==> src/rtl/uart_pattern_gen.sv <==
// Purpose: UART traffic generator/checker that drives a register-mapped UART (fixed msg, counter, PRBS-8).
// Latency: one bus access per cycle; per character ~8 + GAP_CYCLES cycles plus UART busy/RX wait time.
// Backpressure: polls STAT[1] (TX busy) and STAT[0] (RX valid); a character stuck > POLL_TIMEOUT cycles aborts the run.
module uart_pattern_gen #(
  parameter int                   TOP_CLK_FREQ_HZ = 50_000_000,
  parameter int                   MSG_LEN         = 12,
  parameter logic [MSG_LEN*8-1:0] MSG             = "Hello World!",
  parameter int                   DATA_BITS       = 8,
  parameter int                   GAP_CYCLES      = 3,
  parameter int                   POLL_TIMEOUT    = 1_000_000,
  parameter int                   LOOPBACK_CHK    = 0
) (
  input  logic        clk_i,
  input  logic        rst_ni,
  input  logic        start_i,
  input  logic        stop_i,
  input  logic [1:0]  mode_i,
  input  logic [15:0] repeat_i,
  output logic        busy_o,
  output logic        done_o,
  output logic        timeout_o,
  output logic [15:0] err_cnt_o,
  output logic [15:0] char_cnt_o,
  output logic        wr_en_cpu_o,
  output logic        rd_en_cpu_o,
  output logic [1:0]  cpu_addr_o,
  output logic [31:0] cpu_wr_data_o,
  input  logic [31:0] cpu_rd_data_i
);

  localparam int         TW    = $clog2(POLL_TIMEOUT + 1);
  localparam int         GW    = $clog2(GAP_CYCLES + 1);
  localparam logic [1:0] DB    = 2'(DATA_BITS - 5);
  localparam logic [7:0] DMASK = 8'((1 << DATA_BITS) - 1);
  localparam logic [1:0] A_STAT = 2'd0, A_CTRL = 2'd1, A_TX = 2'd2, A_RX = 2'd3;

  // Out-of-range parameters are rejected at elaboration rather than producing silent garbage.
  if (DATA_BITS < 5 || DATA_BITS > 8 || MSG_LEN < 1 || MSG_LEN > 256 ||
      GAP_CYCLES < 1 || POLL_TIMEOUT < 1 || TOP_CLK_FREQ_HZ < 1) begin : g_bad_param
    $error("uart_pattern_gen: parameter out of range");
  end

  typedef enum logic [3:0] {
    IDLE, CFG_RD, CFG_WR, TX_WR, ST_RD, ST_WR, GAP, POLL_RD,
    POLL_CHK, RXP_RD, RXP_CHK, RX_RD, RX_CHK, NEXT, TOUT
  } state_t;

  state_t           state_q, state_d;
  logic [1:0]       mode_q;
  logic [15:0]      repeat_q;
  logic [7:0]       idx_q, cnt_q, lfsr_q;
  logic [GW-1:0]    gap_q;
  logic [TW-1:0]    timer_q;
  logic             stop_q, done_q, timeout_q;
  logic [15:0]      err_q, chars_q;
  logic [MSG_LEN*8-1:0] msg_sh;
  logic [7:0]       pat_raw, cur_char;
  logic             in_poll, tmo, last;

  // Current character of the selected pattern; mode 3 falls back to the fixed message.
  always_comb begin
    msg_sh = MSG << {idx_q, 3'b000};
    case (mode_q)
      2'd1:    pat_raw = cnt_q;
      2'd2:    pat_raw = lfsr_q;
      default: pat_raw = msg_sh[MSG_LEN*8-1 -: 8];
    endcase
    cur_char = pat_raw & DMASK;
  end

  assign in_poll = (state_q == POLL_RD) || (state_q == POLL_CHK) ||
                   (state_q == RXP_RD)  || (state_q == RXP_CHK);
  assign tmo     = in_poll && (timer_q == TW'(POLL_TIMEOUT - 1));
  assign last    = (repeat_q != 16'd0) && ((chars_q + 16'd1) == repeat_q);

  // Next-state and bus drive; the bus is purely a function of state so reset drops it immediately.
  always_comb begin
    state_d       = state_q;
    wr_en_cpu_o   = 1'b0;
    rd_en_cpu_o   = 1'b0;
    cpu_addr_o    = 2'd0;
    cpu_wr_data_o = 32'd0;
    case (state_q)
      IDLE:     if (start_i) state_d = CFG_RD;
      CFG_RD:   begin rd_en_cpu_o = 1'b1; cpu_addr_o = A_CTRL; state_d = CFG_WR; end
      CFG_WR: begin
        wr_en_cpu_o          = 1'b1;
        cpu_addr_o           = A_CTRL;
        cpu_wr_data_o        = cpu_rd_data_i;
        cpu_wr_data_o[0]     = 1'b1;
        cpu_wr_data_o[6:5]   = DB;
        cpu_wr_data_o[16]    = 1'b1;
        cpu_wr_data_o[22:21] = DB;
        state_d              = TX_WR;
      end
      TX_WR: begin
        wr_en_cpu_o   = 1'b1;
        cpu_addr_o    = A_TX;
        cpu_wr_data_o = {24'd0, cur_char};
        state_d       = ST_RD;
      end
      ST_RD:    begin rd_en_cpu_o = 1'b1; cpu_addr_o = A_CTRL; state_d = ST_WR; end
      ST_WR: begin
        wr_en_cpu_o   = 1'b1;
        cpu_addr_o    = A_CTRL;
        cpu_wr_data_o = cpu_rd_data_i | 32'h2;
        state_d       = GAP;
      end
      GAP:      if (gap_q == GW'(GAP_CYCLES - 1)) state_d = POLL_RD;
      POLL_RD:  begin rd_en_cpu_o = 1'b1; cpu_addr_o = A_STAT; state_d = POLL_CHK; end
      POLL_CHK: begin
        if (cpu_rd_data_i[1])       state_d = POLL_RD;
        else if (LOOPBACK_CHK != 0) state_d = RXP_RD;
        else                        state_d = NEXT;
      end
      RXP_RD:   begin rd_en_cpu_o = 1'b1; cpu_addr_o = A_STAT; state_d = RXP_CHK; end
      RXP_CHK:  state_d = cpu_rd_data_i[0] ? RX_RD : RXP_RD;
      RX_RD:    begin rd_en_cpu_o = 1'b1; cpu_addr_o = A_RX; state_d = RX_CHK; end
      RX_CHK:   state_d = NEXT;
      NEXT:     state_d = (last || stop_q) ? IDLE : TX_WR;
      TOUT:     state_d = IDLE;
      default:  state_d = IDLE;
    endcase
    if (tmo) state_d = TOUT;
  end

  // State register.
  always_ff @(posedge clk_i or negedge rst_ni) begin
    if (!rst_ni) state_q <= IDLE;
    else         state_q <= state_d;
  end

  // Run configuration, pattern generators, timers and status counters.
  always_ff @(posedge clk_i or negedge rst_ni) begin
    if (!rst_ni) begin
      mode_q    <= 2'd0;
      repeat_q  <= 16'd0;
      idx_q     <= 8'd0;
      cnt_q     <= 8'd0;
      lfsr_q    <= 8'h01;
      gap_q     <= '0;
      timer_q   <= '0;
      stop_q    <= 1'b0;
      done_q    <= 1'b0;
      timeout_q <= 1'b0;
      err_q     <= 16'd0;
      chars_q   <= 16'd0;
    end else begin
      done_q  <= 1'b0;
      gap_q   <= (state_q == GAP) ? gap_q + GW'(1) : '0;
      timer_q <= in_poll ? timer_q + TW'(1) : '0;
      if (state_q == IDLE && start_i) begin
        mode_q    <= mode_i;
        repeat_q  <= repeat_i;
        idx_q     <= 8'd0;
        cnt_q     <= 8'd0;
        lfsr_q    <= 8'h01;
        timeout_q <= 1'b0;
        err_q     <= 16'd0;
        chars_q   <= 16'd0;
      end
      if (state_q == RX_CHK && cpu_rd_data_i[DATA_BITS-1:0] != cur_char[DATA_BITS-1:0] &&
          err_q != 16'hFFFF)
        err_q <= err_q + 16'd1;
      if (state_q == NEXT) begin
        chars_q <= chars_q + 16'd1;
        idx_q   <= (idx_q == 8'(MSG_LEN - 1)) ? 8'd0 : idx_q + 8'd1;
        cnt_q   <= cnt_q + 8'd1;
        lfsr_q  <= {lfsr_q[6:0], lfsr_q[7] ^ lfsr_q[5] ^ lfsr_q[4] ^ lfsr_q[3]};
        done_q  <= last;
      end
      if (state_q == TOUT) timeout_q <= 1'b1;
      // Stop is only remembered during a run, and forgotten whenever the run ends.
      if (state_d == IDLE)                  stop_q <= 1'b0;
      else if (state_q != IDLE && stop_i)   stop_q <= 1'b1;
    end
  end

  assign busy_o     = (state_q != IDLE);
  assign done_o     = done_q;
  assign timeout_o  = timeout_q;
  assign err_cnt_o  = err_q;
  assign char_cnt_o = chars_q;

endmodule

==> config.mk <==
export PLATFORM = sky130hd
export DESIGN_NAME = uart_pattern_gen
export DESIGN_NICKNAME = d
export VERILOG_FILES = /design/src/rtl/uart_pattern_gen.sv
export SDC_FILE = /design/constraint.sdc
export NUM_CORES = 1
export LEC_CHECK = 0
export CAP_MARGIN = 15
export CORE_MARGIN = 8
export CORE_UTILIZATION = 53
export DETAILED_ROUTE_END_ITERATION = 8
export PLACE_DENSITY = 0.82
export SLEW_MARGIN = 30
export SYNTH_ARGS = -nofsm -noshare
export SYNTH_HDL_FRONTEND = slang
export SYNTH_SLANG_ARGS = --single-unit
==> constraint.sdc <==
create_clock -name clk_i -period 3.5 [get_ports clk_i]
set_clock_uncertainty 0.2 [all_clocks]
set_input_delay 0.7 -clock clk_i [delete_from_list [all_inputs] [get_ports clk_i]]
set_output_delay 0.7 -clock clk_i [all_outputs]
set_load 0.02 [all_outputs]
==> metrics.txt, run 1 <==
Crit. End Element=primary output; Hold Buf Count CTS=0; fraction of registers with async set/reset=1.00; antenna-violating nets left=0; Site Rows=40; most instantiated cells after synthesis=nand2_1, dfrtp_1, nor2_1, o21ai_0, nand3_1; RSZ-0062 raised after global routing=false; final clock period utilization by the worst path=0.984; top_reg_cell synth=dfrtp_1; slew margin rel.=0.479; worst-margin pin slew=0.781 ns; vias in the first global route=5,649; Final WS setup=0.0551 ns; PortBufs=124; Reg2Reg Setup Slack=0.27 ns; Synth cell types=69; Min Hold Slack=0.170 ns; cts bufs inserted=9; Hold Path Class=primary input to async pin; status=finished, final reports clean; vias per std cell=5.87; initial antenna violation count=0; FF+latch count, synth=103; Antenna diodes=0; HPWL after DPL=12.6 mm; sequential area share after synthesis=0.407; drt pass-1 iters=5; overall routed net length=17.2 mm; peak supply drop=0.283 mV; pins over their slew limit=0; Synth area leaders=dfrtp_1, nand2_1, o21ai_0; IO Count=125; crit path DAT=2.54 ns; die area=15,700 um2; initial DRC count=695; crit path from=idx_q[4]; Max Cap Viol=0; Core Area=11,800 um2; post-synth top area share=0.403; Critical Path RT=2.60 ns; Syn Inst Count=749; chip width=125 um; # setup viols final=0; Syn Area/Cell=8.45 um2; WL/cell=17.0 um; fraction of layout cells with a size suffix above 1=0.0776; post-synth top area cell=dfrtp_1; clock tree buffer depth=2; root buffer cell=clkbuf_16; synthesized cell area=6330 um2; Final Hold Viols=0; Synthesis Warnings=0; htree depth=3; most frequent cell after synthesis=nand2_1; R2R cell count=10; global route overflow=0; Leakage=3.53 nW; power density cells=646 nW/um2; fmax=0.290 GHz; largest net degree at the start of global routing=85; setup TNS=0 ns; R2R Path Start=char_cnt_o[0]; Setup WS pre-CTS=0.249 ns; clock transition at the registers of the reported paths=0.07 ns; Die Span Y=125 um; drt drc=0; Starting Density=0.536; FILL cells=915; Layout area overhead=26.8%; GP Congestion=0.961; clock latency on the worst-skew pair=0.35 ns; critical path class=flop to primary output; syn_nets=811; worst-path maximum fanout=5; number of synthesized flops with an enable pin=0; minimum clock period=3.44 ns; total track usage=0.214; Final nets=921; first-pass GRT wire length=28.2 mm; R2R Path End=stop_q; TritonCTS clock tree=done; crit path launch type=flop; vias=5,929; Num Clock Sinks=103; Critical Path Sink=cpu_wr_data_o[2]
worst max-delay path, cell delays in order, from the launching register on:
cell and delay [ns]:
dfrtp_1 0.45, nor4_4 0.42, o211ai_1 0.23, o22ai_2 0.19, a22o_1 0.15, a22oi_1 0.06, nor2_1 0.09, clkdlybuf4s50_1 0.61
final cells by class:
type	instances	area [um2]	area share
Tap cell	147	184	0.0229
Clock inverter	4	31.3	0.00390
Timing Repair Buffer	143	1400	0.174
Clock buffer	11	243	0.0302
Inverter	13	48.8	0.00608
Sequential cell	103	2580	0.322
Multi-Input combinational cell	589	3540	0.441
state kept, by name, indices dropped and copies added, names as in the netlist:
name,cells
timer_q,20
char_cnt_o,16
cnt_q,8
repeat_q,16
state_q,4
err_cnt_o,16
idx_q,8
done_o,1
timeout_o,1
mode_q,2
stop_q,1
lfsr_q,8
gap_q,2
repair_timing:
| item | CTS | global route |
|---|---|---|
| setup buffers | 0 | 1 |
| hold endpoints to repair | 0 | 0 |
| setup endpoints to repair | 7 | 27 |
| gates cloned | 0 | 0 |
| gates resized for setup | 5 | 14 |
| pin swaps | 1 | 0 |
how the worst min path moves through the flow:
| stage | startpoint | slack [ns] | endpoint |
|---|---|---|---|
| floorplan | rst_ni | 0.20 | char_cnt_o[0] |
| global placement | gap_q[0] | 0.22 | gap_q[0] |
| detailed placement | gap_q[0] | 0.24 | gap_q[0] |
| CTS | rst_ni | 0.24 | timer_q[0] |
| global route | rst_ni | 0.26 | err_cnt_o[8] |
| finish | rst_ni | 0.17 | err_cnt_o[8] |
per-stage QoR:
stage	instances	cell area (um2)	power (W)	util
after floorplan	749	6330	0.00326	-
after global placement	994	7680	0.00409	0.651
after detailed placement	994	7690	0.00418	0.651
after CTS	1009	7980	0.00515	0.676
after global routing	1010	8030	0.00551	0.680
final	1010	8030	0.00518	0.680
kinds of logic (layout without fill, tap and decap cells):
group,after synthesis,after routing,synth area share
buf+inv,57,171,0.0399
fa+ha+maj,8,8,0.0158
simple gates,368,368,0.292
xor+xnor,54,54,0.0759
compound gates,153,153,0.159
mux,6,6,0.0103
flops,103,103,0.407
power breakdown:
| group | switching [W] | internal, W |
|---|---|---|
| registers | 0.000280 | 0.00142 |
| logic | 0.00142 | 0.00112 |
| clock network | 0.000443 | 0.000501 |
| total | 0.00214 | 0.00304 |
per-layer routing:
metal / vias up / track usage / part of all wire
met5: - / 0 / 0
met4: 0 / 0.0573 / 0.017
met3: 33 / 0.0463 / 0.051
met2: 167 / 0.378 / 0.52
met1: 2906 / 0.257 / 0.41
li1: 2823 / - / -
cell usage in the layout, fill, tap and decap left out, types with 4 or more instances in the layout:
cell type / n
nor2_1: 75
o21ai_1: 4
nor4_1: 5
nor3b_1: 5
nand4_1: 9
nand3_1: 48
nor2b_1: 9
ha_1: 6
nor3_1: 16
o31ai_1: 6
inv_1: 13
dfrtp_1: 99
and2_1: 25
buf_4: 19
o21ai_0: 60
xor2_1: 20
and3_1: 24
nand2b_1: 7
nor4b_1: 4
a211o_1: 9
clkbuf_16: 9
or3_1: 5
nand2_1: 113
a22oi_1: 12
xnor2_1: 33
a21oi_1: 29
dlymetal6s2s_1: 6
clkdlybuf4s50_1: 116
Power figures use the tool's default switching activity.
==> inputs of run 2 (changes only) <==
- PLACE_DENSITY: 0.82 -> 0.93
==> run 2 against run 1 <==
Against the previous run: cell area rose by 0.23%; register-to-register slack improved by 0.23 ns; critical path depth did not move; combinational power barely moved; critical endpoint is now cpu_wr_data_o[6]; global-route usage rose by 0.73 points; critical path type unchanged; highest routed layer unchanged; count of clock-buffer cells in the layout fell by 1; wire length rose by 0.96%.
==> metrics.txt, run 2 (synthesis results as in run 1) <==
clock transition at the registers of the reported paths=0.07 ns (about the same); Reg2Reg Setup Slack=0.50 ns (+0.23 ns); GP Congestion=0.916 (-4.7%); first-pass GRT wire length=28.9 mm (+2.4%); TritonCTS clock tree=done; critical-path cell list=nor4_4 -> o211ai_1 -> o22a_1 -> a21oi_1 -> a21oi_1 -> nor2_1 -> clkdlybuf4s50_1; vias=5,999 (+1.2%); worst-margin pin slew=0.603 ns (-0.178 ns); Pwr Total=0.00524 W (+1.1%); die area=15,700 um2 (unchanged); antenna-violating nets left=0 (unchanged); Hold Buf Count CTS=0 (unchanged); total track usage=0.221 (+0.00734); CP peak stage delay=0.61 ns (about the same); setup TNS=0 ns (unchanged); minimum clock period=3.42 ns (-0.0286 ns); Core Area=11,800 um2 (unchanged); Hold Path Class=primary input to async pin; Max Cap Viol=0 (unchanged); Critical-path top delay cell=clkdlybuf4s50_1; crit path DAT=2.52 ns (-0.02 ns); global route overflow=0 (unchanged); drt drc=0 (unchanged); initial DRC count=612 (-12%); Crit path top cell by count=a21oi_1; Leakage=3.51 nW (-0.65%); commonest non-fill, non-tap cell in the layout=clkdlybuf4s50_1; Final Hold Viols=0 (unchanged); WL/cell=17.2 um (+0.96%); Final nets=921 (unchanged); Die Span Y=125 um (unchanged); Num Clock Sinks=103 (unchanged); initial antenna violation count=0 (unchanged); Min Hold Slack=0.112 ns (-0.0581 ns); vias per std cell=5.94 (+1.2%); drt pass-1 iters=5 (unchanged); Crit. End Element=primary output; cts bufs inserted=9 (unchanged); HPWL after DPL=12.2 mm (-3.5%); FILL cells=874 (-4.5%); vias in the first global route=5,742 (+1.6%); final clock period utilization by the worst path=0.976 (-0.00817); R2R cell count=9 (-1); PortBufs=124 (unchanged); crit path launch type=flop; pins over their slew limit=0 (unchanged); chip width=125 um (unchanged); peak supply drop=0.311 mV (+9.9%); R2R Path Start=char_cnt_o[0]; overall routed net length=17.4 mm (+0.96%); max reg flops=20 (unchanged); fmax=0.293 GHz (+0.84%); largest net degree at the start of global routing=66 (-22%); Site Rows=40 (unchanged); crit path from=idx_q[4]; IO Count=125 (unchanged); power density cells=651 nW/um2 (+0.86%); # setup viols final=0 (unchanged); worst-path maximum fanout=5 (unchanged); root buffer cell=clkbuf_16; slew margin rel.=0.597 (+0.118); fraction of layout cells with a size suffix above 1=0.0788 (+0.00116); most frequent cells in the layout=clkdlybuf4s50_1, nand2_1, dfrtp_1; Critical Path RT=2.60 ns (about the same); R2R Path End=state_q[0]; Layout area overhead=27.1%; htree depth=3 (unchanged); Starting Density=0.536 (unchanged); clock latency on the worst-skew pair=0.35 ns (about the same); critical path class=flop to primary output; status=finished, final reports clean; Antenna diodes=0 (unchanged); clock tree buffer depth=2 (unchanged); largest reg by FF count=timer_q
-- run 2: critical path: cells and delay by family, from the launching register on --
kind,cells,cell delay (ns)
compound gates,4,0.65
buf+inv,1,0.61
flops,1,0.45
simple gates,2,0.46
-- run 2: layer usage --
metal  track usage  routed length [um]  up-vias
met5             0                   0        -
met4        0.0745                 437        0
met3        0.0523                1100       53
met2         0.387                8930      249
met1         0.261                6880     2861
li1              -                   -     2836
-- run 2: worst max-delay path by stage --
stage,slack [ns],to,cells after the start
after detailed placement,0.29,cpu_wr_data_o[0],8
after global placement,0.36,cpu_wr_data_o[0],8
after floorplan,0.68,cpu_wr_data_o[10],8
after CTS,0.03,cpu_wr_data_o[0],8
final,0.08,cpu_wr_data_o[6],7
after global routing,-0.02,cpu_wr_data_o[6],7
-- run 2: repair_timing --
action,in CTS,in global routing
setup endpoints to repair,6,28
gates resized for setup,3,13
setup buffers,0,1
pin swaps,0,1
-- run 2: final cells by class --
class / count / area, um2 / share of cell area
inverters: 13 / 48.8 / 0.00606
multi-input cells: 589 / 3530 / 0.439
flip-flops and latches: 103 / 2580 / 0.321
repair buffers: 143 / 1420 / 0.176
well taps: 147 / 184 / 0.0229
clock inverters: 5 / 42.5 / 0.00529
clock buffers: 10 / 239 / 0.0297
-- run 2: per-stage QoR --
stage / cell area [um2] / worst slack (ns) / std cells / utilization
global placement: 7710 / 0.364 / 994 / 0.653
floorplan: 6330 / 0.679 / 749 / -
detailed placement: 7710 / 0.293 / 994 / 0.653
CTS: 8000 / 0.0297 / 1009 / 0.678
finish: 8050 / 0.0837 / 1010 / 0.681
global route: 8050 / -0.0177 / 1010 / 0.681
-- run 2: where the power goes --
part / switching [W] / total (W) / internal [W]
Combinational: 0.00141 / 0.00255 / 0.00114
Sequential: 0.000305 / 0.00172 / 0.00142
Clock: 0.000461 / 0.000967 / 0.000506
Total: 0.00218 / 0.00524 / 0.00306
==> inputs of run 3 (changes only) <==
- ABC_AREA: default -> 1
- PLACE_DENSITY: 0.93 -> 0.81
==> run 3 against run 2 <==
Against the previous run: highest routed layer unchanged; fmax increased by 2.0%; cell area up 3.2%; total power rose by 21%; final cell count increased by 23%.
==> metrics.txt, run 3 <==
RSZ-0062 raised after global routing=false; IO Count=125 (unchanged); worst-path maximum fanout=6 (+1); antenna-violating nets left=0 (unchanged); most frequent cells in the layout=nand2_1, inv_1, clkdlybuf4s50_1; Final Hold Viols=0 (unchanged); Leakage=3.88 nW (+11%); drt pass-1 iters=5 (unchanged); fin cells=1,243 (+23%); Die Span Y=127 um (+1.6%); clock latency on the worst-skew pair=0.34 ns (about the same); PortBufs=124 (unchanged); htree depth=3 (unchanged); power density cells=765 nW/um2 (+18%); chip width=127 um (+1.6%); Pwr Total=0.00636 W (+21%); clock tree buffer depth=2 (unchanged); most frequent cell after synthesis=nand2_1; Multi-input gate area=3300 um2 (-6.6%); Core Area=12,100 um2 (+2.1%); commonest non-fill, non-tap cell in the layout=nand2_1; initial DRC count=655 (+7.0%); crit path launch type=flop; mux contribution to synthesized area=0 (-0.0103); Post-CTS Setup Repair Bufs=0 (unchanged); Hold Buf Count CTS=0 (unchanged); GP Congestion=0.906 (-1.1%); Max Cap Viol=0 (unchanged); clock transition at the registers of the reported paths=0.07 ns (about the same); critical path class=flop to primary output; status=finished, final reports clean; top_reg_cell synth=dfrtp_1; Crit. End Element=primary output; HPWL after DPL=13.2 mm (+8.6%); total track usage=0.215 (-0.00576); TritonCTS clock tree=done; post-synth top area cell=dfrtp_1; root buffer cell=clkbuf_16; fmax=0.299 GHz (+2.0%); Starting Density=0.544 (+0.00786); Site Rows=40 (unchanged); Synth Area in Simple Gates=0.347 (+0.0545); largest reg by FF count=timer_q; Hold Path Class=flop to flop; Synth cell types=47 (-32%); Syn Area/Cell=6.97 um2 (-18%); post-synth top area share=0.389 (-0.0141); synthesized cell area=6560 um2 (+3.6%); syn_nets=1,003 (+24%); first-pass GRT wire length=29.0 mm (+0.50%); peak supply drop=0.445 mV (+43%); Synth area leaders=dfrtp_1, nand2_1, inv_1; die area=16,200 um2 (+3.2%); Synthesis Warnings=0 (unchanged); FF+latch count, synth=103 (unchanged); WL/cell=14.2 um (-18%); Num Clock Sinks=103 (unchanged); Critical Path RT=2.60 ns (about the same); sequential area share after synthesis=0.393 (-0.0142); largest net degree at the start of global routing=66 (unchanged); largest family of logic cells by synthesized area=simple AND/OR/NAND/NOR gates; vias=6,653 (+11%); Compound-Gate Fraction of Synth Area=0.116 (-0.0423); most instantiated cells after synthesis=nand2_1, inv_1, nor2_1, dfrtp_1, nand3_1; crit path DAT=2.45 ns (-0.07 ns); slew margin rel.=0.457 (-0.140); vias per std cell=5.35 (-9.9%); fraction of layout cells with a size suffix above 1=0.0688 (-0.00996); overall routed net length=17.6 mm (+1.4%); xor/xnor cell area share of the yosys netlist=0.0235 (-0.0524); FILL cells=1,029 (+18%); pins over their slew limit=0 (unchanged); vias in the first global route=6,102 (+6.3%); FF+latch area=2580 um2 (-0.15%); cts bufs inserted=9 (unchanged); Antenna diodes=0 (unchanged); setup TNS=0 ns (unchanged); Synth Area in Adders=0.0153 (-0.000552); Syn Inst Count=941 (+26%); number of synthesized flops with an enable pin=0 (unchanged); final clock period utilization by the worst path=0.957 (-0.0191); Final nets=1,132 (+23%); global route overflow=0 (unchanged); minimum clock period=3.35 ns (-0.0669 ns); initial antenna violation count=0 (unchanged); fraction of registers with async set/reset=1.00 (unchanged); max reg flops=20 (unchanged); Layout area overhead=26.6%; worst-margin pin slew=0.814 ns (+0.211 ns); # setup viols final=0 (unchanged); placed insts=1,227 (+23%); drt drc=0 (unchanged)
[run 3: cell count changes in the layout (fill, tap and decap cells not counted), sizes merged, moves of 11 or more]
cell / before / now
a22oi: 12 / 0
nand2: 113 / 242
nand3: 51 / 86
nand4: 10 / 35
xor2: 21 / 10
inv: 15 / 160
o22ai: 2 / 31
nor2: 77 / 105
and3: 25 / 0
and2: 26 / 2
xnor2: 33 / 5
[run 3: area by class of cell]
type / count / area share
Tap cell: 168 / 0.0253
Multi-Input combinational cell: 660 / 0.398
Timing Repair Buffer: 137 / 0.162
Sequential cell: 103 / 0.311
Inverter: 159 / 0.0719
Clock inverter: 7 / 0.00572
Clock buffer: 9 / 0.0271
[run 3: critical path: stages (launching register included)]
cell and delay (ns):
dfrtp_1 0.40, inv_1 0.08, nor2_1 0.14, inv_1 0.10, nor2_1 0.21, buf_4 0.20, inv_1 0.07, o211ai_1 0.24
clkdlybuf4s50_1 0.66
[run 3: per-stage QoR]
stage / hold WS, ns / cell area [um2] / setup WS [ns] / util
floorplan: 0.201 / 6560 / 1.04 / -
global placement: 0.213 / 8010 / 0.376 / 0.664
detailed placement: 0.230 / 8010 / 0.324 / 0.664
CTS: 0.240 / 8290 / 0.0473 / 0.687
global route: 0.251 / 8310 / 0.0209 / 0.689
finish: 0.234 / 8310 / 0.151 / 0.689
[run 3: path summary, 6_finish.rpt]
kind / startpoint / end / slack, ns / cells after the start
worst max-delay path: state_q[0] / cpu_wr_data_o[6] / 0.15 / 8
worst min register to register: gap_q[0] / gap_q[0] / 0.23 / 1
max in group asynchronous: rst_ni / timeout_o / 2.07 / 2
worst max register to register: mode_q[0] / err_cnt_o[5] / 0.69 / 14
worst min-delay path: gap_q[0] / gap_q[0] / 0.23 / 1
min in group asynchronous: rst_ni / char_cnt_o[15] / 0.26 / 1
[run 3: where the power goes]
part / switching [W] / leakage [nW] / total, W / internal [W]
clock: 0.000458 / 0.132 / 0.000943 / 0.000484
combinational: 0.00216 / 2.37 / 0.00352 / 0.00135
sequential: 0.000352 / 1.38 / 0.00189 / 0.00154
[run 3: routing by layer]
layer | up-vias | routed length, um | track usage
met5 | - | 0 | 0
met4 | 0 | 271 | 0.0595
met3 | 24 | 1460 | 0.0395
met2 | 280 | 7780 | 0.339
met1 | 3023 | 8080 | 0.298
li1 | 3326 | - | -
[run 3: cell families after synthesis]
family / count (synthesis)
buf+inv: 178
fa+ha+maj: 8
xor+xnor: 16
flops: 103
compound gates: 131
simple gates: 505
[run 3: what timing repair did]
action	4_1_cts	5_1_grt
gates cloned	0	0
endpoints found under the setup margin	9	3
pin swaps	0	0
gates resized for setup	1	5
